**config.mk**
```make
export PLATFORM = sky130hd
export DESIGN_NAME = decode_stage
export DESIGN_NICKNAME = d
export VERILOG_FILES = /design/src/rtl/decode_stage.sv
export SDC_FILE = /design/constraint.sdc
export NUM_CORES = 1
export LEC_CHECK = 0
export ABC_AREA = 1
export CAP_MARGIN = 40
export CORE_MARGIN = 4
export CORE_UTILIZATION = 35
export CTS_CLUSTER_SIZE = 20
export DETAILED_ROUTE_END_ITERATION = 8
export PLACE_DENSITY_LB_ADDON = 0.2
export SLEW_MARGIN = 30
export SYNTH_ARGS = -nofsm -noshare
export SYNTH_HDL_FRONTEND = slang
export SYNTH_SLANG_ARGS = --single-unit
```
**constraint.sdc**
```tcl
create_clock -name clk -period 2.5 [get_ports clk]
set_clock_uncertainty 0.15 [all_clocks]
set_input_delay 0.375 -clock clk [delete_from_list [all_inputs] [get_ports clk]]
set_output_delay 0.375 -clock clk [all_outputs]
set_load 0.02 [all_outputs]
```
**src/rtl/decode_stage.sv**
```systemverilog
// MIPS decode stage: one registered slot between fetch and execute with valid/ready on both sides.
// Inserts a single bubble on a load-use hazard; flush empties the slot and blocks the input.
module decode_stage #(
   parameter int DATA_W    = 32,
   parameter bit BRANCH_EN = 1'b1,
   parameter bit HAZARD_EN = 1'b1
) (
   input  logic              clk,
   input  logic              rst,
   input  logic              in_valid,
   output logic              in_ready,
   input  logic [31:0]       inst,
   input  logic [31:0]       pc_plus4,
   input  logic              flush,
   output logic              out_valid,
   input  logic              out_ready,
   output logic              GP_WE,
   output logic              ALU_SRC,
   output logic              U,
   output logic              MemRead,
   output logic              MemWrite,
   output logic [3:0]        ALU_OP,
   output logic [3:0]        GP_MUX_SEL,
   output logic [3:0]        PC_MUX_SEL,
   output logic [1:0]        SHIFT_OP,
   output logic [3:0]        BCE_OP,
   output logic [4:0]        rs,
   output logic [4:0]        rt,
   output logic [4:0]        rd_dest,
   output logic [4:0]        shamt,
   output logic [DATA_W-1:0] imm,
   output logic [31:0]       pc_plus4_q,
   output logic              illegal
);

   localparam logic [5:0] OP_RTYPE = 6'h00, OP_J    = 6'h02, OP_JAL  = 6'h03;
   localparam logic [5:0] OP_BEQ   = 6'h04, OP_BNE  = 6'h05, OP_ADDI = 6'h08;
   localparam logic [5:0] OP_SLTI  = 6'h0A, OP_ANDI = 6'h0C, OP_ORI  = 6'h0D;
   localparam logic [5:0] OP_LW    = 6'h23, OP_SW   = 6'h2B;
   localparam logic [5:0] F_SLL = 6'h00, F_SRL = 6'h02, F_JR  = 6'h08, F_ADD = 6'h20;
   localparam logic [5:0] F_SUB = 6'h22, F_AND = 6'h24, F_OR  = 6'h25, F_SLT = 6'h2A;

   typedef struct packed {
      logic              valid;
      logic              gp_we;
      logic              alu_src;
      logic              u;
      logic              mem_read;
      logic              mem_write;
      logic [3:0]        alu_op;
      logic [3:0]        gp_mux;
      logic [3:0]        pc_mux;
      logic [1:0]        shift_op;
      logic [3:0]        bce_op;
      logic [4:0]        rs;
      logic [4:0]        rt;
      logic [4:0]        rd_dest;
      logic [4:0]        shamt;
      logic [DATA_W-1:0] imm;
      logic [31:0]       pc_plus4;
      logic              illegal;
   } stage_t;

   stage_t     d, q;
   logic [5:0] op, funct;
   logic       zext, uses_rs, uses_rt, hit, stall, advance, load;

   assign op    = inst[31:26];
   assign funct = inst[5:0];

   always_comb begin
      d          = '0;
      zext       = 1'b0;
      d.valid    = 1'b1;
      d.rs       = inst[25:21];
      d.rt       = inst[20:16];
      d.shamt    = inst[10:6];
      d.pc_plus4 = pc_plus4;
      case (op)
         OP_RTYPE: begin
            d.gp_we   = 1'b1;
            d.rd_dest = inst[15:11];
            case (funct)
               F_ADD: d.alu_op = 4'd0;
               F_SUB: d.alu_op = 4'd2;
               F_AND: d.alu_op = 4'd4;
               F_OR:  d.alu_op = 4'd5;
               F_SLT: d.alu_op = 4'd10;
               F_SLL: begin d.shift_op = 2'b00; d.gp_mux = 4'd2; end
               F_SRL: begin d.shift_op = 2'b10; d.gp_mux = 4'd2; end
               F_JR:  begin d.gp_we = 1'b0; d.pc_mux = 4'd3; d.rd_dest = 5'd0; end
               default: begin d.illegal = 1'b1; d.gp_we = 1'b0; d.rd_dest = 5'd0; end
            endcase
         end
         OP_LW: begin
            d.gp_we = 1'b1; d.mem_read = 1'b1; d.alu_src = 1'b1;
            d.gp_mux = 4'd1; d.rd_dest = inst[20:16];
         end
         OP_SW: begin d.mem_write = 1'b1; d.alu_src = 1'b1; end
         OP_ADDI, OP_SLTI, OP_ANDI, OP_ORI: begin
            d.gp_we = 1'b1; d.alu_src = 1'b1; d.rd_dest = inst[20:16];
            case (op)
               OP_SLTI: d.alu_op = 4'd10;
               OP_ANDI: begin d.alu_op = 4'd4; d.u = 1'b1; zext = 1'b1; end
               OP_ORI:  begin d.alu_op = 4'd5; d.u = 1'b1; zext = 1'b1; end
               default: d.alu_op = 4'd0;
            endcase
         end
         OP_BEQ, OP_BNE: begin
            if (BRANCH_EN) begin
               d.alu_op = 4'd2;
               d.pc_mux = 4'd1;
               d.bce_op = (op == OP_BEQ) ? 4'd1 : 4'd2;
            end else begin
               d.illegal = 1'b1;
            end
         end
         OP_J:   d.pc_mux = 4'd2;
         OP_JAL: begin d.pc_mux = 4'd2; d.gp_we = 1'b1; d.gp_mux = 4'd3; d.rd_dest = 5'd31; end
         default: d.illegal = 1'b1;
      endcase
      // $0 is hardwired, so a write to it is dropped here rather than in writeback
      if (d.rd_dest == 5'd0) d.gp_we = 1'b0;
      d.imm = zext ? {{(DATA_W-16){1'b0}}, inst[15:0]} : {{(DATA_W-16){inst[15]}}, inst[15:0]};
   end

   always_comb begin
      uses_rs = 1'b1;
      if (op == OP_J || op == OP_JAL) uses_rs = 1'b0;
      if (op == OP_RTYPE && (funct == F_SLL || funct == F_SRL)) uses_rs = 1'b0;
      uses_rt = (op == OP_RTYPE) || (op == OP_SW) || (op == OP_BEQ) || (op == OP_BNE);
   end

   assign hit      = (uses_rs && (inst[25:21] == q.rd_dest)) || (uses_rt && (inst[20:16] == q.rd_dest));
   assign stall    = HAZARD_EN && q.valid && q.mem_read && (q.rd_dest != 5'd0) && in_valid && hit;
   assign advance  = !q.valid || out_ready;
   assign in_ready = !rst && advance && !stall && !flush;
   assign load     = in_valid && in_ready;

   // an empty slot carries an all-zero bundle so nothing downstream acts on stale controls
   always_ff @(posedge clk) begin
      if (rst || flush || (advance && !load)) q <= '0;
      else if (load)                          q <= d;
   end

   assign out_valid  = q.valid;
   assign GP_WE      = q.gp_we;
   assign ALU_SRC    = q.alu_src;
   assign U          = q.u;
   assign MemRead    = q.mem_read;
   assign MemWrite   = q.mem_write;
   assign ALU_OP     = q.alu_op;
   assign GP_MUX_SEL = q.gp_mux;
   assign PC_MUX_SEL = q.pc_mux;
   assign SHIFT_OP   = q.shift_op;
   assign BCE_OP     = q.bce_op;
   assign rs         = q.rs;
   assign rt         = q.rt;
   assign rd_dest    = q.rd_dest;
   assign shamt      = q.shamt;
   assign imm        = q.imm;
   assign pc_plus4_q = q.pc_plus4;
   assign illegal    = q.illegal;

endmodule

```
Word-level counts from Yosys, hierarchy flattened
Index checks and enable logic that the tools add are counted.
W data, S select, Z words.
Storage, ports and cells
  flip-flop bits (word level): 109
  input bits: 69
  word-level logic and storage cells: 104
Operators by class
  eq/ne operators: 19
  mux-type cells: 26
  reduce and logical (&&, ||, !) cells: 41
Operators with widths (count)
  $pmux W4 S3: 4
  $eq A6 B6 Y1 const B: 7
  $mux W32: 1
  $eq A6 B4 Y1 const B: 5
  $eq A6 B2 Y1 const B: 3
  $pmux W4 S4: 1
  $pmux W5 S3: 1
  $eq A6 B3 Y1 const B: 2
  $logic_and A1 B1 Y1: 12
  $logic_not A6 Y1: 2
  $mux W2: 6
  $reduce_or A6 Y1: 2
  $eq A5 B5 Y1: 2
  $mux W1: 10
  $reduce_or A10 Y1: 1
  $logic_or A1 B1 Y1: 9
  $reduce_or A2 Y1: 4
  $reduce_or A8 Y1: 1
  $reduce_or A7 Y1: 1
  $logic_not A1 Y1: 5
  $logic_not A5 Y1: 1
  $mux W5: 1
  $reduce_bool A5 Y1: 1
  $reduce_or A5 Y1: 1
  other kinds (2): 3

Logic depth before layout (Yosys ltp)
  depth in word-level cells: 14
  depth in mapped cells: 13

Worst setup path before layout
OpenSTA, ideal clock, no wires.
  path type: input to output
  start: input port rst
  end: output port in_ready
  arrival time: 1469 ps
  required time: 1975 ps
  path slack: 506 ps
  stages on the path: 5
  cell sequence: nor2_2 inv_1 nor2_2 clkbuf_1 a21boi_2
Between the ends
  word-level cells in the longest chain between the ends: 4
Ends and longest elaborated chain
  start, declared: RTL line 9  | input logic rst,
  $logic_not A1 Y1: RTL line 137  | assign in_ready = !rst && advance && !stall && !flush;
  $logic_and A1 B1 Y1 (3 in series): RTL line 137
  end, declared: RTL line 11  | output logic in_ready,
No other way between the ends.

Worst setup path after layout
  start: input port inst[27]
  end: output port in_ready
Between the ends
  word-level cells in the longest chain between the ends: 10
Ends and longest elaborated chain
  start, declared: RTL line 12  | input logic [31:0] inst,
  $eq A6 B2 Y1, or another cell as far along: RTL line 129  | if (op == OP_J || op == OP_JAL) uses_rs = 1'b0;
  $logic_or A1 B1 Y1 (on tied branches): RTL line 129, 131
  $mux W1 or $logic_or A1 B1 Y1 (tied branches): RTL line 129, 131
  $mux W1 or $logic_or A1 B1 Y1 (tied branches): RTL line 130, 131
  $logic_and A1 B1 Y1: RTL line 134  | assign hit = (uses_rs && (inst[25:21] == q.rd_dest)) || (uses_rt && (inst[20:16] == q.rd_dest));
  $logic_or A1 B1 Y1 *: RTL line 134
  $logic_and A1 B1 Y1 *: RTL line 135  | assign stall = HAZARD_EN && q.valid && q.mem_read && (q.rd_dest != 5'd0) && in_valid && hit;
  $logic_not A1 Y1 *: RTL line 137
  $logic_and A1 B1 Y1 * (2 in series): RTL line 137
Every way passes the cells marked *; elsewhere a longest branch is shown, timed or not.

==> reports/metrics.yaml <==
power_density_mw_per_mm2: 462
clkSlewWorstSetupHoldPaths_ns: 0.06
final_common_cell: "clkdlybuf4s50_1"
vdd_drop_max_uv: 309
drt_pass1_iterations: 5
status: "finished, final reports clean"
min_from: "imm[2]"
met2_length_um: 6840
grt_max_degree: 82
core_area_mm2: 0.0122
max_freq_mhz: 422
drive_gt1_share_pct: 23.1
yosys_warnings: 0
via_count: 4382
wl_met1_um: 6170
root_buffer: "clkbuf_16"
wl_met3_um: 965
grt-ovfl-total: 0
synth_flop_cell: "dfxtp_1"
grt_pass1_vias: 4282
total_power_mw: 3.04
routedWlPerCell_um: 16.2
cts_buffers: 9
clk_latency_ns: 0.34
critPathCaptureType: "primary output"
netlist_area_mm2: 0.00443
most-common-layout-cells: "clkdlybuf4s50_1, nand2_1, dfxtp_1"
avgSynthCellArea_um2: 8.24
synth_edf_count: 0
r2r-start: "rd_dest[0]"
worstHoldPathType: "flop to flop"
port_buffers: 171
cp.required_ns: 1.98
synth_async_sr_flop_share_pct: 0
die_h_um: 121
drt_iter0_drc: 261
ios: 179
diodes: 0
antenna_left: 0
arrival_ns: 1.85
power_leakage_nw: 2.24
maxCapViolations: 0
final_util_pct: 53.8
drt_wl_total_um: 14200
hold_viol: 0
ys_seq_area_share_pct: 37.1
clk_path_buf_depth: 2
final_max_slew_viol_count: 0
ys_types: 31
synth_seq_cells: 82
setup_viol: 0
antenna_found_initial: 0
startpoint: "inst[27]"
gp_congestion: 0.915
timing.slew.headroom_pct: 65.7
die_area_mm2: 0.0145
period_share_pct: 94.8
die_w_um: 121
drc: 0
grt_pass1_wl_um: 22100
rsz0062_at_grt: "false"
crit_top_cell: "nand3_2"
start_util_pct: 36.3
grt_util_all_layers_pct: 18.8
critPathMaxStageDelay_ns: 0.54
htreeDepth: 3
synth_cells: 538
fin_crit_ns: 2.37
worstMarginPinSlew_ns: 0.515
worstPathCellList: "clkdlybuf4s50_1, buf_4, inv_1, nand3_1, nand3_2, nand3_2, nand2_4, a21boi_2, buf_2"
layout.nets: 769
crit_path_start_kind: "primary input"
path_class: "primary input to primary output"
critical_path.max_fanout: 4
dp_hpwl_um: 10200
top_layer: "met4"
worst_path_max_delay_cell: "clkdlybuf4s50_1"
vias_per_cell: 5.02
syn2layout_area_growth_pct: 48.3
num_rows: 40
cts_tree: "built"
cts_sinks: 82
[logic make-up (layout without fill, tap and decap cells)]
| kind of cell | count (synthesis) | in the layout | synth area share (%) |
|---|---|---|---|
| AND/OR/NAND/NOR | 258 | 258 | 30.1 |
| buffers and inverters | 99 | 260 | 14.0 |
| AO/OA/AOI/OAI | 89 | 89 | 17.0 |
| flip-flops | 82 | 82 | 37.1 |
| other | 1 | 7 | 0.0846 |
| XOR/XNOR | 9 | 9 | 1.78 |
[critical path: cells and delay by family]
family | cells | cell delay (ns)
buf+inv | 4 | 0.93
compound gates | 1 | 0.15
simple gates | 4 | 0.38
[area by class of cell]
class	instances	area (µm²)
Fill cell	1139	5640
Clock buffer	12	256
Multi-Input combinational cell	363	2190
Tap cell	168	210
Sequential cell	82	1640
Clock inverter	4	50.0
Inverter	31	116
Timing Repair Buffer	213	2100
[stage by stage]
| stage | setup TNS [ns] | worst slack [ns] | cells | instance area (µm²) | hold WS (ns) |
|---|---|---|---|---|---|
| 4_1_cts | 0 | 0.0304 | 872 | 6550 | 0.319 |
| 2_1_floorplan | 0 | 0.506 | 544 | 4450 | 0.386 |
| 5_1_grt | 0 | 0.0414 | 873 | 6570 | 0.328 |
| 3_3_place_gp | -5.40 | -0.277 | 856 | 6240 | 0.299 |
| 6_report | 0 | 0.129 | 873 | 6570 | 0.317 |
| 3_5_place_dp | -10.00 | -0.319 | 856 | 6240 | 0.307 |
[where the power goes]
| part | leakage (nW) | internal, mW | switching, mW |
|---|---|---|---|
| Clock | 0.145 | 0.827 | 0.534 |
| Combinational | 1.43 | 0.174 | 0.192 |
| Sequential | 0.660 | 1.31 | 0.00178 |
| Total | 2.24 | 2.31 | 0.728 |
[registers in the layout, indices dropped and copies added, names as in the netlist]
name and flops:
PC_MUX_SEL 2, imm 13, SHIFT_OP 1, BCE_OP 2, illegal 1, GP_MUX_SEL 2, rt 5, ALU_OP 4
shamt 4, GP_WE 1, out_valid 1, rs 5, MemRead 1, pc_plus4_q 32, U 1, rd_dest 5
MemWrite 1, ALU_SRC 1
[path summary, 6_finish.rpt]
kind	endpoint	slack (ns)	cells after the start
worst max register to register	pc_plus4_q[2]	0.35	12
worst max-delay path	in_ready	0.13	9
worst min register to register	imm[2]	0.32	2
worst min-delay path	imm[2]	0.32	2
[Yosys cell counts, types with 4 or more instances]
master	instances	share of area (%)
a21oi_1	6	0.68
inv_1	30	2.5
nand4_1	75	11
buf_2	8	0.90
xor2_1	5	0.99
nand3_2	4	0.90
nand2_1	102	8.6
nand3_1	28	3.2
clkbuf_1	15	1.3
dfxtp_1	82	37
buf_4	28	4.7
xnor2_1	4	0.79
nand2_2	7	0.99
nor2_1	24	2.0
a21oi_2	79	16
buf_6	15	3.8
[metal layers]
metal  vias to the layer above  global-route usage (%)
met2                       167                    30.9
met5                         -                       0
met4                         0                    5.81
li1                       2137                       -
met3                        19                    4.77
met1                      2059                    24.3
[what timing repair did]
item	in CTS	in global routing
endpoints found under the setup margin	1	1
gates resized for setup	3	1
pin swaps	0	2
buffers inserted	0	0
hold buffers	0	0
Power figures use the tool's default switching activity.
